--- config.mk ---
export PLATFORM = sky130hd
export DESIGN_NAME = mmio_out_buffer
export DESIGN_NICKNAME = d
export VERILOG_FILES = /design/src/rtl/mmio_out_buffer.sv
export SDC_FILE = /design/constraint.sdc
export NUM_CORES = 1
export LEC_CHECK = 0
export BUFFER_PORTS_ARGS = -buffer_cell sky130_fd_sc_hd__buf_2
export CORE_MARGIN = 10
export CORE_UTILIZATION = 58
export CTS_CLUSTER_DIAMETER = 120
export DETAILED_ROUTE_END_ITERATION = 10
export PLACE_DENSITY_LB_ADDON = 0.1
export SYNTH_ARGS = -nofsm -noshare
export SYNTH_HDL_FRONTEND = slang
export SYNTH_SLANG_ARGS = --single-unit
--- constraint.sdc ---
create_clock -name CLK -period 3.3 [get_ports CLK]
set_input_delay 0.33 -clock CLK [delete_from_list [all_inputs] [get_ports CLK]]
set_output_delay 0.33 -clock CLK [all_outputs]
set_load 0.02 [all_outputs]
--- src/rtl/mmio_out_buffer.sv ---
// Memory-mapped output FIFO: stores to BASE_ADDR queue words for a downstream consumer,
// loads from BASE_ADDR+2 return status. Optional sticky overflow flag: MMIO_OUT_OVERFLOW_FLAG_EN.
module mmio_out_buffer #(
  parameter logic [15:0] BASE_ADDR = 16'hFF00,
  parameter int          DEPTH     = 4
) (
  input  logic        CLK,
  input  logic        reset,
  input  logic [15:0] mem_addr,
  input  logic [15:0] mem_wdata,
  input  logic        mem_write,
  input  logic        mem_read,
  output logic        io_hit,
  output logic [15:0] io_rdata,
  output logic [15:0] out_data,
  output logic        out_valid,
  input  logic        out_ready,
  output logic [3:0]  count
);

  localparam int          DATA_W    = 16;
  localparam int          PTR_W     = $clog2(DEPTH);
  localparam logic [15:0] STAT_ADDR = BASE_ADDR + 16'd2;
  localparam logic [3:0]  DEPTH_C   = 4'(DEPTH);

  if (DEPTH != 2 && DEPTH != 4 && DEPTH != 8) begin : g_bad_depth
    $error("mmio_out_buffer: DEPTH must be 2, 4 or 8");
  end

  logic [DATA_W-1:0] fifo_mem [DEPTH];
  logic [PTR_W-1:0]  wr_ptr;
  logic [PTR_W-1:0]  rd_ptr;
  logic              data_sel;
  logic              stat_sel;
  logic              empty;
  logic              full;
  logic              pop;
  logic              push;
  logic              ovf;

  function automatic logic [15:0] status_word(input logic [3:0] cnt, input logic f,
                                              input logic e, input logic o);
    return {o, 7'b0, cnt, 2'b00, f, e};
  endfunction

  assign data_sel  = (mem_addr == BASE_ADDR);
  assign stat_sel  = (mem_addr == STAT_ADDR);
  assign io_hit    = data_sel || stat_sel;
  assign empty     = (count == 4'd0);
  assign full      = (count == DEPTH_C);
  assign out_valid = !empty;
  assign out_data  = fifo_mem[rd_ptr];
  assign pop       = out_valid && out_ready;
  // A full FIFO still accepts a store when the head leaves in the same cycle.
  assign push      = mem_write && data_sel && (!full || pop);

  always_ff @(posedge CLK) begin
    if (push && reset) begin
      fifo_mem[wr_ptr] <= mem_wdata;
    end
  end

  always_ff @(posedge CLK) begin
    if (!reset) begin
      count    <= 4'd0;
      wr_ptr   <= '0;
      rd_ptr   <= '0;
      io_rdata <= 16'h0000;
    end else begin
      if (push) wr_ptr <= wr_ptr + PTR_W'(1);
      if (pop)  rd_ptr <= rd_ptr + PTR_W'(1);
      case ({push, pop})
        2'b10:   count <= count + 4'd1;
        2'b01:   count <= count - 4'd1;
        default: count <= count;
      endcase
      // Loads see the state as it was before this edge's push/pop.
      if (mem_read && stat_sel) begin
        io_rdata <= status_word(count, full, empty, ovf);
      end else if (mem_read && data_sel) begin
        io_rdata <= out_data;
      end
    end
  end

`ifdef MMIO_OUT_OVERFLOW_FLAG_EN
  logic drop;
  assign drop = mem_write && data_sel && full && !pop;

  // A drop in the same cycle as a clear request leaves the flag set.
  always_ff @(posedge CLK) begin
    if (!reset) begin
      ovf <= 1'b0;
    end else if (drop) begin
      ovf <= 1'b1;
    end else if (mem_write && stat_sel && mem_wdata[15]) begin
      ovf <= 1'b0;
    end
  end
`else
  assign ovf = 1'b0;
`endif

endmodule

[Word-level counts from Yosys, hierarchy flattened]
Memories as Yosys holds them, arrays and structs flattened. A register that Yosys moved wholly into a read port is not among the register bits.
Cells that the tools add are included.
Operators by class
  multiply operators: 0
  bitwise operators: 1
  mux-type cells: 7
  shift operators: 0
  div/mod/pow operators: 0
  equal/unequal tests: 5
  reduce and logical (&&, ||, !) cells: 14
  $add $sub $neg: 4
  magnitude comparators: 0
Operators by type and width (number)
  $eq A16 B16 Y1 const B: 2
  $mux W8: 2
  $pmux W4 S2: 1
  $logic_and A1 B1 Y1: 6
  $add A2 B1 Y2 const B: 2
  $add A4 B1 Y4 const B: 1
  $eq A4 B3 Y1 const B: 1
  $logic_not A4 Y1: 1
  $mux W2: 2
  $reduce_bool A2 Y1: 2
  $sub A4 B1 Y4 const B: 1
  $eq A2 B1 Y1 const B: 1
  $eq A2 B2 Y1 const B: 1
  $logic_not A1 Y1: 2
  $logic_or A1 B1 Y1: 2
  $mux W1: 2
  $reduce_or A2 Y1: 1
  $not A1 Y1: 1
Storage, ports and cells
  input bits: 37
  logic and storage cells: 37
  latch bits: 0
  RAM bits: 64
  flip-flop bits (word level): 24
  memories kept: 1
  bits in read-only memories: 0
  output and inout bits: 38
Memory list
  fifo_mem: depth 4, width 16, rd ports 1, clocked after memory_dff 1, wr ports 1, RTL line 30  | logic [DATA_W-1:0] fifo_mem [DEPTH];

[Longest topological paths before layout]
  depth after elaboration: 8
  depth in mapped cells: 9

[Worst setup path before layout]
Ideal clock, no wire load.
  path type: register to register
  start: register count[3]
  end: register count[3]
  data required time: 3228 ps
  cell stages (with the launch flop): 10
  arrival time: 2388 ps
  clock period less this slack: 2459 ps
  setup slack: 841 ps
  cells stage by stage: dfxtp_1 -> or4_1 -> nand2_1 -> a21oi_1 -> ha_1 -> a21o_1 -> a21oi_1 -> nor2_1 -> a22oi_1 -> mux2i_1
Between the ends
  cells in the longest elaborated chain, start to end: 7
  elaborated cells on any way between the ends: 13
RTL lines
  start: declaration: RTL line 18  | output logic [3:0] count
  start signal: assignment: RTL line 73  | 2'b10: count <= count + 4'd1;
  start signal: assignment: RTL line 74  | 2'b01: count <= count - 4'd1;
  start signal: assignment: RTL line 75  | default: count <= count;
  $logic_not A4 Y1 (*): RTL line 49  | assign empty = (count == 4'd0);
  $logic_not A1 Y1 (*): RTL line 51  | assign out_valid = !empty;
  via out_valid: RTL line 16  | output logic out_valid,
  $logic_and A1 B1 Y1 (*): RTL line 53  | assign pop = out_valid && out_ready;
  $logic_or A1 B1 Y1: RTL line 55  | assign push = mem_write && data_sel && (!full || pop);
  $logic_and A1 B1 Y1: RTL line 55
  $eq A2 B1 Y1 / $eq A2 B2 Y1 (equally long branches): RTL line 72  | case ({push, pop})
  $pmux W4 S2 / $reduce_bool A2 Y1 (equally long branches)
Mark *: on every way through the listed nets, which the timed path passes. The rest lies on a longest branch.
A chain may end at the register's enable or synchronous reset.

[Worst setup path after layout]
  start: register count[3]
  end: register count[3]
Between the ends
  cells in the longest elaborated chain, start to end: 7
  elaborated cells on any way between the ends: 13
RTL lines (RTL line)
  $logic_not A4 Y1: 49
  $logic_not A1 Y1: 51
  $logic_and A1 B1 Y1: 53
  $logic_or A1 B1 Y1: 55
  $logic_and A1 B1 Y1: 55
  $eq A2 B1 Y1 / $eq A2 B2 Y1 (equally long branches): 72
  $pmux W4 S2 / $reduce_bool A2 Y1 (equally long branches)
Parallel ways exist; a longest one is shown, timed or not.

==> parameters.txt <==
Parameter                              Value

Pwr
  Clk network pwr share ... a little under two fifths
  Cell Int Power ... 1580 uW
  Net Sw Power ... roughly 400 uW
  Leak pwr ... 0.00170 uW
  Net Sw Frac ... 20.4%
  Combinational power share ... under 10%
  Worst ir drop on vdd ... 381 uV
  Sequential fraction of design power ... 60.9%
  Power density relative to cell area ... approximately 470 nW/um^2

STA
  Final worst clock skew ... 12.4 ps
  Tightest Pin Transition ... roughly 800 ps
  Total negative setup slack ... 0 ps
  Worst rel slew slack ... about 47%
  Max Transition Viols Final ... 0
  Setup slack of the critical path after layout ... 869 ps
  Achievable Freq ... around 0.41 GHz
  Final Hold Vio Count ... 0
  Period utilization ... about three quarters
  RSZ-0062 raised after global routing ... false
  Number of setup violations in the final report ... 0
  Final critical path time including I/O delays and setup ... between 2000 and 2500 ps

GRT
  Vias in the first global route ... about 2300
  Met3 layer usage reported by global route ... under 10%
  Met2 track demand over resource ... 22.9%
  Pin count of the biggest net entering global routing ... 34
  Total global routing track utilization ... around 15%
  Peak-usage layer in the global routing report ... met2
  Overflow left after global routing ... 0
  Initial antenna violation count ... 0
  Wire length of the first global-routing pass ... 12000 um
  Met1 usage in global routing ... 20.3%

Clock network
  Clock tree from TritonCTS ... built
  Number of clock sinks seen by CTS ... 90
  Register clock-pin slew on the reported worst setup and hold paths ... roughly 90 ps
  Buffer levels on the longest clock path ... 2
  Number of buffers created by CTS ... 9
  Depth of the CTS H-tree ... 3
  Cts repair resizes ... 0
  Number of setup buffers added after CTS ... 0
  Clock latency at the later pin of the worst-skew pair ... around 350 ps
  Number of hold buffers added after cts ... 0
  Clock root buffer ... clkbuf_8

Floorplanning
  Site Rows ... 28
  Die footprint ... a little under 10000 um^2
  Die H ... approximately 99 um
  Io pins ... between 70 and 80
  Initial cell density of the core ... between 60% and 70%
  Placeable core region ... 5990 um^2
  Die X-Extent ... 98.8 um

Detailed routing
  Post-DR wirelength/cell ... around 19 um
  Count of routing violations after the opening detailed-route iteration ... between 90 and 100
  Drt via density ... 5.67
  Number of routed nets with antenna violations ... 0
  1st-pass router iterations ... 4
  Post-detailed-routing wire length ... 7400 um
  Final routed DRC violation total ... 0
  Total via count in the routed design ... about 2200

Yosys
  Top area cells in the synthesized netlist ... edfxtp_1 53%, dfxtp_1 14%, mux4_2 10%, nand2_1 2.7%, a21boi_1 2.1%
  Fraction of the mapped netlist area in compound gates ... between 5 and 6%
  Synthesized netlist net count ... between 200 and 300
  Seq cells post-synth ... 90
  Count of flip-flops with a built-in enable after synthesis ... between 60 and 70
  Synth Warn # ... 0
  Dominant cell type by area after synthesis ... edfxtp_1
  Mapped Area ... between 3000 and 4000 um^2
  Fraction of the mapped netlist area in simple logic gates ... 8.89%
  Portion of netlist area occupied by mux cells ... roughly an eighth
  Xor/xnor cell area share of the yosys netlist ... 0.972%
  Top flip-flop cell by instance count after synthesis ... edfxtp_1
  Synthesized instance count ... about 230
  Combinational family with the most area after synthesis ... multiplexers
  Adder-cell share of the synthesized area ... between 2 and 3%
  Synth unique cells ... 31
  Synthesized area divided by synthesized cell count ... 15.8 um^2
  Fraction of post-synthesis cell area in the top cell type by area ... 53.3%
  Proportion of register bits with asynchronous set or reset after synthesis ... 0%
  Seq/Total Area, Yosys ... 67.8%

Final layout
  Area added between synthesis and finish ... 18.2%
  Final layout net count ... about 350
  Post-route cell area ... between 4000 and 5000 um^2
  Share of post-route cells with drive strength above 1 ... 36.5%
  Antenna Cells ... 0

Setup path
  Data required time of the worst path ... about 3600 ps
  CP Class ... reg2reg
  Crit Path Max Fanout ... 6
  Endpoint class of the critical path ... register
  Critical path launch point type ... register
  Register-to-register setup slack ... 870 ps
  Data arrival, critical path ... ~2700 ps

Placed design
  Sum of net half-perimeters after detailed placement ... roughly 5200 um
  Pre-CTS worst setup slack ... between 600 and 700 ps
  Count of buffers inserted at the top-level ports ... between 70 and 80
  Placed cell area ... 4070 um^2
  Final RePlAce weighted congestion ... 0.702

Run
  Max capacitance violation total ... 0

Worst hold path
  Type of the tightest min-delay check ... in2reg

Status
  Result of the run ... finished, final reports clean
[power by group through the flow]
| stage | registers [uW] | clock network [uW] | logic, uW |
|---|---|---|---|
| 6_report | 1210 | 729 | 46.2 |
| 5_1_grt | 1210 | 796 | 51.6 |
| 2_1_floorplan | 1230 | 0 | 13.5 |
| 4_1_cts | 1210 | 744 | 46.5 |
| 3_5_place_dp | 1230 | 0 | 46.5 |
| 3_3_place_gp | 1230 | 0 | 45.2 |
[synth_stat cells, types with 2 or more instances]
| master | count |
|---|---|
| mux2i_1 | 6 |
| nand2_1 | 26 |
| dfxtp_1 | 26 |
| and2_1 | 6 |
| edfxtp_1 | 64 |
| nand2b_1 | 2 |
| a21oi_1 | 2 |
| ha_1 | 6 |
| and3_1 | 5 |
| or4_1 | 2 |
| xnor2_1 | 4 |
| o211ai_1 | 4 |
| mux4_2 | 16 |
| buf_2 | 3 |
| o211a_1 | 7 |
| nand3_1 | 13 |
| a21boi_1 | 10 |
| buf_4 | 3 |
| clkbuf_1 | 6 |
| inv_1 | 6 |
[final timing paths]
kind	cells after the start	to	start
setup / recovery	9	count[3]	count[3]
hold / removal	1	fifo_mem[3][11]	mem_wdata[11]
setup reg to reg	9	count[3]	count[3]
hold reg to reg	2	io_rdata[13]	io_rdata[13]
[placed cells by master, fill, tap and decap left out, types with 2 or more instances in the layout]
master / n
a21oi_1: 2
inv_1: 6
clkbuf_8: 9
ha_1: 6
a21boi_1: 10
and2_1: 6
or4_1: 2
clkinvlp_4: 3
and3_1: 5
edfxtp_1: 64
nand2b_1: 2
o211ai_1: 4
o211a_1: 7
buf_4: 5
xnor2_1: 4
nand3_1: 13
mux2i_1: 6
nand2_1: 26
dfxtp_1: 26
buf_2: 74
mux4_2: 16
[registers in the layout, indices dropped and copies added, names as in the netlist, named ones only]
name / count
io_rdata: 16
fifo_mem: 64
count: 4
wr_ptr: 2
rd_ptr: 2
[layer usage]
metal	wire, um	part of all wire, %
met3	606	8.2
met4	95	1.3
met5	0	0
met2	3430	46
met1	3270	44
[kinds of logic (layout without fill, tap and decap cells)]
| family | count (synthesis) | in the layout |
|---|---|---|
| muxes | 22 | 22 |
| DFF | 90 | 90 |
| AOI/OAI and AO/OA | 26 | 26 |
| xor gates and xnor gates | 4 | 4 |
| adders and majority gates | 7 | 7 |
| and+or+nand+nor | 61 | 61 |
| buffers and inverters | 18 | 102 |
[worst max-delay path, stage by stage (launching register included)]
cell	delay, ps
dfxtp_1	370
or4_1	600
nand2_1	180
a21oi_1	130
ha_1	310
a21o_1	170
a21oi_1	170
nor2_1	60
a22oi_1	170
mux2i_1	190
[cell type report]
type	count	area [um^2]
Inverter	6	22.5
Multi-Input combinational cell	120	1080
Tap cell	75	93.8
Clock buffer	10	128
Fill cell	411	1730
Sequential cell	90	2440
Timing Repair Buffer	80	428
Clock inverter	6	65.1
[stage by stage]
step,utilization (%),cells,hold slack (ps),total power [uW]
floorplan,-,228,429,1250
global placement,67.9,371,435,1280
detailed placement,67.9,371,449,1280
CTS,71.1,387,167,2000
global route,71.1,387,171,2050
finish,71.1,387,183,1980
No activity file was read; power rests on OpenSTA's default activity.
